`src/rtl/div_pkg.sv`:
```
// -----------------------------------------------------------------------------
// div_pkg
// Shared definitions for the sequential restoring divider:
//   - div_state_e   : controller state encoding (IDLE / RUN / DONE)
//   - cnt_width()   : iteration counter width for a given operand width
//   - cla4_carries(): flattened 4-bit carry-lookahead carry equations
// No ports (package).
// -----------------------------------------------------------------------------
package div_pkg;

    typedef enum logic [1:0] {
        ST_IDLE = 2'b00,
        ST_RUN  = 2'b01,
        ST_DONE = 2'b10
    } div_state_e;

    localparam int unsigned DEF_WIDTH = 8;

    // Counter must hold the value WIDTH itself, hence one bit above clog2.
    function automatic int unsigned cnt_width(input int unsigned w);
        return $clog2(w) + 1;
    endfunction

    localparam int unsigned DEF_CNT_W = cnt_width(DEF_WIDTH);

    // Carries c[0..4] of one 4-bit group, each written as a full
    // sum-of-products of generate/propagate terms and the group carry-in,
    // so no carry depends on a lower carry inside the group.
    function automatic logic [4:0] cla4_carries(
        input logic [3:0] g,
        input logic [3:0] p,
        input logic       cin
    );
        logic [4:0] c;
        logic       acc;
        logic       prod;
        c[0] = cin;
        for (int i = 0; i < 4; i++) begin
            acc = cin;
            for (int j = 0; j <= i; j++) begin
                acc = acc & p[j];
            end
            for (int j = 0; j <= i; j++) begin
                prod = g[j];
                for (int k = j + 1; k <= i; k++) begin
                    prod = prod & p[k];
                end
                acc = acc | prod;
            end
            c[i+1] = acc;
        end
        return c;
    endfunction

endpackage : div_pkg

```
`src/rtl/seq_divider_if.sv`:
```
// -----------------------------------------------------------------------------
// seq_divider_if
// Start/busy/done handshake and operand/result bus of the sequential divider.
//   start       : request, honoured only while the unit is not busy
//   dividend    : unsigned numerator   (WIDTH)
//   divisor     : unsigned denominator (WIDTH)
//   busy        : unit is iterating
//   done        : one-cycle completion pulse, results valid
//   quotient    : result quotient  (WIDTH), held until the next completion
//   remainder   : result remainder (WIDTH), held likewise
//   div_by_zero : last completed request had a zero divisor
// master = requester, slave = divider.
// -----------------------------------------------------------------------------
interface seq_divider_if #(
    parameter int unsigned WIDTH = 8
);
    logic             start;
    logic [WIDTH-1:0] dividend;
    logic [WIDTH-1:0] divisor;
    logic             busy;
    logic             done;
    logic [WIDTH-1:0] quotient;
    logic [WIDTH-1:0] remainder;
    logic             div_by_zero;

    modport master (
        output start, dividend, divisor,
        input  busy, done, quotient, remainder, div_by_zero
    );

    modport slave (
        input  start, dividend, divisor,
        output busy, done, quotient, remainder, div_by_zero
    );
endinterface : seq_divider_if

```
`src/rtl/cla_sub_stage.sv`:
```
// -----------------------------------------------------------------------------
// cla_sub_stage
// Combinational N-bit subtractor diff = a - b, computed as a + ~b + 1 with
// 4-bit carry-lookahead groups chained group carry-out to carry-in. A top
// group narrower than 4 bits handles N not divisible by 4.
//   a         in  N  minuend
//   b         in  N  subtrahend
//   diff      out N  a - b (modulo 2^N)
//   no_borrow out 1  carry-out of the top group; 1 when a >= b
// -----------------------------------------------------------------------------
module cla_sub_stage
    import div_pkg::*;
#(
    parameter int unsigned N = 9
) (
    input  logic [N-1:0] a,
    input  logic [N-1:0] b,
    output logic [N-1:0] diff,
    output logic         no_borrow
);

    localparam int unsigned NG_FULL = N / 4;
    localparam int unsigned REM     = N % 4;
    localparam int unsigned NG      = NG_FULL + ((REM != 0) ? 1 : 0);

    logic [N-1:0] b_inv;
    logic [N-1:0] g;
    logic [N-1:0] p;
    logic [NG:0]  gc;

    assign b_inv = ~b;
    assign g     = a & b_inv;
    assign p     = a ^ b_inv;
    // Carry-in of 1 completes the two's complement of b.
    assign gc[0] = 1'b1;

    genvar gi;
    generate
        for (gi = 0; gi < NG_FULL; gi++) begin : g_full
            logic [4:0] c;
            assign c                = cla4_carries(g[4*gi +: 4], p[4*gi +: 4], gc[gi]);
            assign diff[4*gi +: 4]  = p[4*gi +: 4] ^ c[3:0];
            assign gc[gi+1]         = c[4];
        end

        if (REM != 0) begin : g_top
            logic [3:0] g_pad;
            logic [3:0] p_pad;
            logic [4:0] c;
            // Unused upper positions are padded with zero so they never
            // generate or propagate a carry.
            assign g_pad            = {{(4-REM){1'b0}}, g[N-1 -: REM]};
            assign p_pad            = {{(4-REM){1'b0}}, p[N-1 -: REM]};
            assign c                = cla4_carries(g_pad, p_pad, gc[NG_FULL]);
            assign diff[N-1 -: REM] = p[N-1 -: REM] ^ c[REM-1:0];
            assign gc[NG]           = c[REM];
        end
    endgenerate

    assign no_borrow = gc[NG];

endmodule : cla_sub_stage

```
`src/rtl/seq_divider.sv`:
```
// -----------------------------------------------------------------------------
// seq_divider
// Multi-cycle unsigned restoring divider, one quotient bit per clock.
//   WIDTH : operand width, a multiple of 4 and at least 4
//   clk   : rising-edge clock
//   rst   : synchronous active-high reset
//   bus   : seq_divider_if slave (start/operands in, busy/done/results out)
// A request with a non-zero divisor completes WIDTH+1 cycles after the start
// cycle; a zero divisor completes on the next cycle with quotient all ones,
// remainder = dividend and div_by_zero set.
// -----------------------------------------------------------------------------
module seq_divider
    import div_pkg::*;
#(
    parameter int unsigned WIDTH = DEF_WIDTH
) (
    input  logic         clk,
    input  logic         rst,
    seq_divider_if.slave bus
);

    localparam int unsigned CNT_W = cnt_width(WIDTH);

    div_state_e       state_q, state_d;
    logic [CNT_W-1:0] cnt_q,   cnt_d;
    logic [WIDTH:0]   r_q,     r_d;
    logic [WIDTH-1:0] q_q,     q_d;
    logic [WIDTH-1:0] d_q,     d_d;
    logic [WIDTH-1:0] quot_q,  quot_d;
    logic [WIDTH-1:0] rem_q,   rem_d;
    logic             dbz_q,   dbz_d;
    logic             busy_q,  busy_d;
    logic             done_q,  done_d;

    logic [WIDTH:0]   trial;
    logic [WIDTH:0]   diff;
    logic             no_borrow;

    // Shift the next dividend bit into the partial remainder.
    assign trial = {r_q[WIDTH-1:0], q_q[WIDTH-1]};

    cla_sub_stage #(
        .N (WIDTH + 1)
    ) u_sub (
        .a         (trial),
        .b         ({1'b0, d_q}),
        .diff      (diff),
        .no_borrow (no_borrow)
    );

    // Next-state, datapath update and result capture.
    always_comb begin
        state_d = state_q;
        cnt_d   = cnt_q;
        r_d     = r_q;
        q_d     = q_q;
        d_d     = d_q;
        quot_d  = quot_q;
        rem_d   = rem_q;
        dbz_d   = dbz_q;

        case (state_q)
            ST_IDLE, ST_DONE: begin
                if (bus.start) begin
                    r_d   = {(WIDTH+1){1'b0}};
                    q_d   = bus.dividend;
                    d_d   = bus.divisor;
                    cnt_d = CNT_W'(WIDTH);
                    if (bus.divisor == {WIDTH{1'b0}}) begin
                        state_d = ST_DONE;
                        quot_d  = {WIDTH{1'b1}};
                        rem_d   = bus.dividend;
                        dbz_d   = 1'b1;
                    end else begin
                        state_d = ST_RUN;
                    end
                end else begin
                    state_d = ST_IDLE;
                end
            end

            ST_RUN: begin
                // Restoring step: keep the difference only when it did not borrow.
                if (no_borrow) begin
                    r_d = diff;
                    q_d = {q_q[WIDTH-2:0], 1'b1};
                end else begin
                    r_d = trial;
                    q_d = {q_q[WIDTH-2:0], 1'b0};
                end
                cnt_d = cnt_q - CNT_W'(1);
                // Last iteration: publish the values being written this edge.
                if (cnt_q == CNT_W'(1)) begin
                    state_d = ST_DONE;
                    quot_d  = q_d;
                    rem_d   = r_d[WIDTH-1:0];
                    dbz_d   = 1'b0;
                end else begin
                    state_d = ST_RUN;
                end
            end

            default: begin
                state_d = ST_IDLE;
            end
        endcase

        busy_d = (state_d == ST_RUN);
        done_d = (state_d == ST_DONE);
    end

    // State, datapath and output registers with synchronous reset.
    always_ff @(posedge clk) begin
        if (rst) begin
            state_q <= ST_IDLE;
            cnt_q   <= {CNT_W{1'b0}};
            r_q     <= {(WIDTH+1){1'b0}};
            q_q     <= {WIDTH{1'b0}};
            d_q     <= {WIDTH{1'b0}};
            quot_q  <= {WIDTH{1'b0}};
            rem_q   <= {WIDTH{1'b0}};
            dbz_q   <= 1'b0;
            busy_q  <= 1'b0;
            done_q  <= 1'b0;
        end else begin
            state_q <= state_d;
            cnt_q   <= cnt_d;
            r_q     <= r_d;
            q_q     <= q_d;
            d_q     <= d_d;
            quot_q  <= quot_d;
            rem_q   <= rem_d;
            dbz_q   <= dbz_d;
            busy_q  <= busy_d;
            done_q  <= done_d;
        end
    end

    assign bus.busy        = busy_q;
    assign bus.done        = done_q;
    assign bus.quotient    = quot_q;
    assign bus.remainder   = rem_q;
    assign bus.div_by_zero = dbz_q;

endmodule : seq_divider
```
`src/flat_wrapper.sv`:
```
// flat-port wrapper written by rule: the top's interface ports become plain ports
module seq_divider_flat import div_pkg::*;
#(
    parameter int unsigned WIDTH = DEF_WIDTH
)
  (clk, rst, bus_start, bus_dividend, bus_divisor, bus_busy, bus_done, bus_quotient, bus_remainder, bus_div_by_zero);
  seq_divider_if #(.WIDTH(WIDTH)) bus_i ();
  input  logic clk;
  input  logic rst;
  input wire logic [$bits(bus_i.start)-1:0] bus_start;
  input wire logic [$bits(bus_i.dividend)-1:0] bus_dividend;
  input wire logic [$bits(bus_i.divisor)-1:0] bus_divisor;
  output wire logic [$bits(bus_i.busy)-1:0] bus_busy;
  output wire logic [$bits(bus_i.done)-1:0] bus_done;
  output wire logic [$bits(bus_i.quotient)-1:0] bus_quotient;
  output wire logic [$bits(bus_i.remainder)-1:0] bus_remainder;
  output wire logic [$bits(bus_i.div_by_zero)-1:0] bus_div_by_zero;
  assign bus_i.start = bus_start;
  assign bus_i.dividend = bus_dividend;
  assign bus_i.divisor = bus_divisor;
  assign bus_busy = bus_i.busy;
  assign bus_done = bus_i.done;
  assign bus_quotient = bus_i.quotient;
  assign bus_remainder = bus_i.remainder;
  assign bus_div_by_zero = bus_i.div_by_zero;
  seq_divider #(.WIDTH(WIDTH)) u_core (.clk(clk), .rst(rst), .bus(bus_i));
endmodule
```
`config.mk`:
```
export PLATFORM = sky130hd
export DESIGN_NAME = seq_divider_flat
export DESIGN_NICKNAME = d
export VERILOG_FILES = /design/src/rtl/div_pkg.sv /design/src/rtl/seq_divider_if.sv /design/src/rtl/cla_sub_stage.sv /design/src/rtl/seq_divider.sv /design/src/flat_wrapper.sv
export SDC_FILE = /design/constraint.sdc
export NUM_CORES = 1
export LEC_CHECK = 0
export BUFFER_PORTS_ARGS = -buffer_cell sky130_fd_sc_hd__buf_2
export CORE_ASPECT_RATIO = 1.2
export CORE_UTILIZATION = 56
export CTS_CLUSTER_SIZE = 16
export DETAILED_ROUTE_END_ITERATION = 16
export PLACE_DENSITY = 0.79
export SYNTH_ARGS = -nofsm -noshare
export SYNTH_HDL_FRONTEND = slang
export SYNTH_SLANG_ARGS = --single-unit
```
`constraint.sdc`:
```
create_clock -name clk -period 2.7 [get_ports clk]
set_input_delay 0.135 -clock clk [delete_from_list [all_inputs] [get_ports clk]]
set_output_delay 0.135 -clock clk [all_outputs]
set_load 0.02 [all_outputs]
```
==> flow_metrics.tcl, run 1 <==
set metrics [dict create \
    status "complete, no violations" \
    worst-setup-path-type "reg2reg" \
    pwr-share-seq_pct 42.0 \
    required_ps 2930 \
    irDropWorstVdd_uv 365.5 \
    seq_area_frac_synth_pct 40.81 \
    timing.fmax_mhz 387.5 \
    ant_nets 0 \
    grt_pass1_vias 1894 \
    layout-area-overhead-vs-synth_pct 16.81 \
    synth_cell_types 45 \
    finalHoldViolations 0 \
    cts_max_level 2 \
    routed_via_density 5.681 \
    start_kind "flop" \
    pwr_density_cell_nw_per_um2 694.2 \
    p_clk_share_pct 32.8 \
    clockBufferDepth 2 \
    ys.flop_type "dfxtp_1" \
    switchingPower_uw 590.4 \
    p_int_mw 1.359 \
    p_sw_share_pct 30.29 \
    place_area_sq_um 2630 \
    io_buffers 37 \
    grt_usage_pct 24.64 \
    yosysWarnings 0 \
    grt_max_degree 33 \
    postSynthCellCount 283 \
    wl_per_cell_um 14.07 \
    place_congestion 0.8590 \
    crit_chain "inv_1 > ha_1 > o21ai_1 > o21bai_1 > a21o_1 > ha_1 > o21a_1 > o21ai_2 > o21ai_0 > a211o_1 > a311oi_2" \
    finClkSkew_ps 5.368 \
    syn_area_sq_um 2404 \
    cts_tree "done" \
    min_period_ps 2580 \
    grt_overflow 0 \
    syn-num-nets 315 \
    synth.largest_area_cell "dfxtp_1" \
    dieArea_sq_um 4559 \
    dr_total_vias 2119 \
    synth.most_common_cell "nand2_1" \
    crit_top_cell "ha_1" \
    fin_util_pct 69.58 \
    routed_wl_mm 5.247 \
    cpPeakStageDelay_ps 340 \
    finalPower_mw 1.949 \
    yosys-top-cells-count "nand2_1, dfxtp_1, nor2_1" \
    synth_top_area_share_pct 40.81 \
    layout.nets 350 \
    grt_antenna_before_repair 0 \
    hold_path_class "in2reg" \
    syn_avg_cell_area_sq_um 8.493 \
    worstMarginPinSlew_ps 967.4 \
    slew_headroom_pct 35.27 \
    hpwl_mm 3.715 \
    synthTopCellsByArea "dfxtp_1, nand2_1, ha_1" \
    clk_pin_slew_ps 90 \
    core_area_sq_um 4035 \
    diodes 0 \
    clkLatencyLatePin_ps 310 \
    slew_violations 0 \
    async_flop_share_pct 0 \
    rows 25 \
    slowest_stage "dfxtp_1" \
    power_leakage_nw 1.118 \
    synth-seq-cells 49 \
    setup_viol 0 \
    grt_pass1_wl_mm 8.238 \
    fin_area_sq_um 2808 \
    cts_buffers 5 \
    cts-root-buf "clkbuf_8" \
    clock_sinks 49 \
    drive_gt1_share_pct 26.65 \
    die_w_um 61.81 \
    dr.pass1.iters 4 \
    crit_path_end_kind "flop" \
    pwr-share-comb_pct 25.2 \
    cp.arrival_ps 2810 \
    chipHeight_um 73.77 \
    synth-edff-count 0 \
    drc 0 \
    maxCapViolCount 0 \
    start_util_pct 59.57 \
    ios 38 \
    fin_crit_sh_pct 95.57 \
    drt-initial-drc-count 148 \
    crit_fanout 3 \
]
[flip-flops by register name, indices dropped and copies added, names as in the netlist, 2 cells and up]
register and count:
u_core.bus.quotient 8, u_core.q_q 8, u_core.r_q 8, u_core.cnt_q 4, u_core.d_q 8, u_core.state_q 2
u_core.bus.remainder 8
[path summary, 6_finish.rpt]
path                               from  cells after the start                              endpoint  slack, ps
min                      bus_divisor[6]                      3            u_core.d_q[6]$_SDFFE_PP0P_         60
min reg2reg  u_core.d_q[6]$_SDFFE_PP0P_                      2            u_core.d_q[6]$_SDFFE_PP0P_        460
max          u_core.d_q[1]$_SDFFE_PP0P_                     11  u_core.bus.remainder[6]$_SDFFE_PP0P_        120
max reg2reg  u_core.d_q[1]$_SDFFE_PP0P_                     11  u_core.bus.remainder[6]$_SDFFE_PP0P_        120
[cell families after synthesis]
kind of cell	synth area share [%]
buffers and inverters	6.455
AND/OR/NAND/NOR	20.72
XOR/XNOR	1.093
multiplexers	1.353
AO/OA/AOI/OAI	22.49
flip-flops	40.81
adder cells (fa/ha/maj)	7.080
[metal layers]
layer	global-route usage [%]	vias up	routed length (um)
li1	-	1052	-
met1	28.57	973	2254
met2	39.90	74	2504
met3	5.458	20	274
met4	15.80	0	213
met5	0	-	0
[through the flow]
| stage | setup TNS (ps) | worst slack (ps) | std cells | hold slack, ps |
|---|---|---|---|---|
| detailed placement | 0 | 30.98 | 364 | 394.1 |
| global route | -17.73 | -17.73 | 373 | 70.17 |
| CTS | 0 | 30.38 | 372 | 61.01 |
| floorplan | 0 | 269.5 | 283 | 271.0 |
| finish | 0 | 119.6 | 373 | 62.38 |
| global placement | 0 | 188.8 | 364 | 390.1 |
[cell usage in the layout, fill, tap and decap left out, drive strengths merged, types with 2 or more instances in the layout]
master	n
nand3	3
inv	16
nor4	3
nand2b	3
o21bai	2
o21ai	7
o21a	2
buf	46
mux2	2
dfxtp	49
ha	12
nor3	4
clkbuf	5
a21oi	22
bufinv	2
nor2	37
nand2	56
xnor2	2
nor2b	4
a311oi	15
or4	2
a31oi	2
o211ai	2
a211oi	9
[worst max-delay path, delay by kind of cell (launching register included)]
family | cells | cell delay, ps
AO/OA/AOI/OAI | 8 | 1570
adder cells (fa/ha/maj) | 2 | 550
buffers and inverters | 1 | 40
flip-flops | 1 | 340
[final cells by class]
class                   instances  area [sq um]
well taps                      54         67.56
multi-input cells             201          1299
flip-flops and latches         49         982.2
fillers                       312          1227
clock buffers                   5         68.82
repair buffers                 46         265.3
clock inverters                 3         68.82
inverters                      15         56.30
[what timing repair did]
action                                 4_1_cts  5_1_grt
hold buffers                                 0        0
setup endpoints to repair                    3       12
gates resized for setup                      1        8
endpoints found under the hold margin        0        0
pin swaps                                    0        5
buffers inserted                             0        1
[power groups by stage]
stage | logic [mW] | registers [mW] | clock network [mW]
final | 0.491 | 0.819 | 0.638
after global routing | 0.541 | 0.828 | 0.671
after CTS | 0.459 | 0.818 | 0.644
after detailed placement | 0.454 | 0.835 | 0
after global placement | 0.445 | 0.833 | 0
after floorplan | 0.326 | 0.850 | 0
No activity file was read; power rests on OpenSTA's default activity.
==> run 2, diff against run 1 <==
--- a/config.mk
+++ b/config.mk
@@ -7,10 +7,10 @@
 export LEC_CHECK = 0
 export BUFFER_PORTS_ARGS = -buffer_cell sky130_fd_sc_hd__buf_2
 export CORE_ASPECT_RATIO = 1.2
-export CORE_UTILIZATION = 56
+export CORE_UTILIZATION = 45
 export CTS_CLUSTER_SIZE = 16
 export DETAILED_ROUTE_END_ITERATION = 16
-export PLACE_DENSITY = 0.79
+export PLACE_DENSITY = 0.66
 export SYNTH_ARGS = -nofsm -noshare
 export SYNTH_HDL_FRONTEND = slang
 export SYNTH_SLANG_ARGS = --single-unit
==> run 2 against run 1 <==
  * Sequential cell count is the same
  * Final area shrank 2.1%
  * Sequential power is essentially flat
  * Clock power shrank 33%
  * Final cell count grew 1.9%
  * Clock skew shrank 0.61 ps
  * Die area grew 24%
  * Via count shrank 3.8%
  * First-iteration DRC count shrank 16%
  * Worst hold slack gained 13 ps
  * Worst setup slack lost 31 ps
  * Critical path depth is the same
==> flow_metrics.tcl, run 2 (synthesis results as in run 1) <==
set metrics [dict create \
    status "complete, no violations" \
    chipHeight_um 82.06 \
    wl_per_cell_um 14.27 \
    slew_headroom_pct 36.17 \
    cts_max_level 2 \
    p_sw_share_pct 33.00 \
    grt_pass1_wl_mm 8.342 \
    io_buffers 37 \
    irDropWorstVdd_uv 214.9 \
    drc 0 \
    highest_layer "met4" \
    p_int_mw 1.161 \
    place_congestion 0.8446 \
    hold_path_class "in2reg" \
    grt_max_degree 35 \
    min_period_ps 2612 \
    grt_usage_pct 19.97 \
    ant_nets 0 \
    hold_slack_ps 75.16 \
    clock_sinks 49 \
    crit_fanout 3 \
    timing.rr.end "u_core.bus.remainder[7]$_SDFFE_PP0P_" \
    layout-area-overhead-vs-synth_pct 14.32 \
    pwr-share-seq_pct 47.1 \
    diodes 0 \
    switchingPower_uw 572.0 \
    cts_tree "done" \
    final_cell_count_no_fill 380 \
    place_inst 370 \
    postCtsHoldBufs 0 \
    pwr-share-comb_pct 28.3 \
    finalPower_mw 1.733 \
    clockBufferDepth 2 \
    crit_path_end_kind "flop" \
    grt_antenna_before_repair 0 \
    fin_crit_sh_pct 96.73 \
    hpwl_mm 3.587 \
    mostFrequentLayoutCell "nand2_1" \
    worst-setup-path-type "reg2reg" \
    whs_path_depth 3 \
    rows 28 \
    die_w_um 68.72 \
    timing.fmax_mhz 382.9 \
    finClkSkew_ps 4.755 \
    met3WireLength_um 183 \
    finalHoldViolations 0 \
    p_clk_share_pct 24.6 \
    required_ps 2910 \
    cts_buffers 5 \
    grt_pass1_vias 1813 \
    clkLatencyLatePin_ps 300 \
    worst-r2r-setup-slack_ps 90 \
    dieArea_sq_um 5639 \
    routed-wl-met2_mm 2.712 \
    worstHoldStart "bus_divisor[1]" \
    hold-path-endpoint "u_core.d_q[1]$_SDFFE_PP0P_" \
    dr.pass1.iters 4 \
    drt-initial-drc-count 124 \
    grt_overflow 0 \
    setup_viol 0 \
    worstMarginPinSlew_ps 953.9 \
    r2r_start "u_core.d_q[0]$_SDFFE_PP0P_" \
    start_util_pct 47.64 \
    r2r_cells 11 \
    ios 38 \
    met1Wirelength_mm 2.441 \
    dr_total_vias 2038 \
    place_area_sq_um 2638 \
    slew_violations 0 \
    pwr_density_cell_nw_per_um2 630.8 \
    maxCapViolCount 0 \
    mostFrequentLayoutCells "nand2_1, dfxtp_1, buf_2" \
    routed_via_density 5.363 \
    cp.arrival_ps 2820 \
    clk_pin_slew_ps 80 \
    layout.nets 351 \
    drive_gt1_share_pct 25.00 \
    start_kind "flop" \
    cts-root-buf "clkbuf_8" \
    fin_area_sq_um 2748 \
    core_area_sq_um 5045 \
    power_leakage_nw 1.092 \
    routed_wl_mm 5.421 \
    fin_util_pct 54.46 \
]
run 2: cell count changes in the layout (fill, tap and decap cells not counted), sizes merged:
| cell | previous run | this run |
|---|---|---|
| bufinv | 2 | 0 |
| clkbuf | 5 | 7 |
| a22oi | 1 | 2 |
| clkinvlp | 0 | 1 |
| inv | 16 | 15 |
run 2: repair_timing:
| item | 4_1_cts | 5_1_grt |
|---|---|---|
| setup endpoints to repair | 0 | 14 |
| buffers inserted | 0 | 1 |
| resized for setup | 0 | 6 |
run 2: power by group through the flow:
stage | Sequential, mW | Combinational (mW) | Clock [mW]
CTS | 0.817 | 0.459 | 0.438
finish | 0.816 | 0.490 | 0.426
global placement | 0.832 | 0.450 | 0
global route | 0.825 | 0.554 | 0.460
detailed placement | 0.833 | 0.455 | 0
floorplan | 0.850 | 0.326 | 0
run 2: worst max-delay path by stage:
stage	depth (start not counted)	startpoint	end	slack, ps
3_5_place_dp	11	u_core.d_q[1]$_SDFFE_PP0P_	u_core.bus.remainder[7]$_SDFFE_PP0P_	30
3_3_place_gp	11	u_core.d_q[1]$_SDFFE_PP0P_	u_core.bus.remainder[5]$_SDFFE_PP0P_	120
2_1_floorplan	11	u_core.d_q[0]$_SDFFE_PP0P_	u_core.bus.remainder[7]$_SDFFE_PP0P_	270
5_1_grt	12	u_core.d_q[0]$_SDFFE_PP0P_	u_core.r_q[3]$_SDFFE_PP0P_	-70
6_report	11	u_core.d_q[0]$_SDFFE_PP0P_	u_core.bus.remainder[7]$_SDFFE_PP0P_	90
4_1_cts	12	u_core.d_q[1]$_SDFFE_PP0P_	u_core.r_q[3]$_SDFFE_PP0P_	7
run 2: metrics by stage:
step	setup TNS (ps)	setup WS [ps]
after floorplan	0	269.5
after CTS	0	6.609
after detailed placement	0	33.59
final	0	88.24
after global placement	0	121.5
after global routing	-130.1	-68.57
run 2: worst max-delay path, stage by stage (launching register included):
cell	delay, ps
dfxtp_1	350
inv_1	50
ha_1	340
nor3_2	170
o21bai_1	130
a21o_1	210
ha_1	220
o21ai_2	240
a21oi_1	120
nor2_2	180
o311ai_0	200
a311oi_1	300
run 2: final cells by class:
cell class | count | area, sq um
Fill cell | 489 | 2297
Multi-Input combinational cell | 202 | 1286
Tap cell | 60 | 75.07
Sequential cell | 49 | 980.9
Clock inverter | 1 | 7.507
Clock buffer | 7 | 76.32
Inverter | 15 | 56.30
Timing Repair Buffer | 46 | 265.3
run 2: per-layer routing:
metal	global-route usage (%)	up-vias
met5	0	-
met4	5.918	0
met3	4.306	7
met2	34.80	39
met1	24.17	936
li1	-	1056
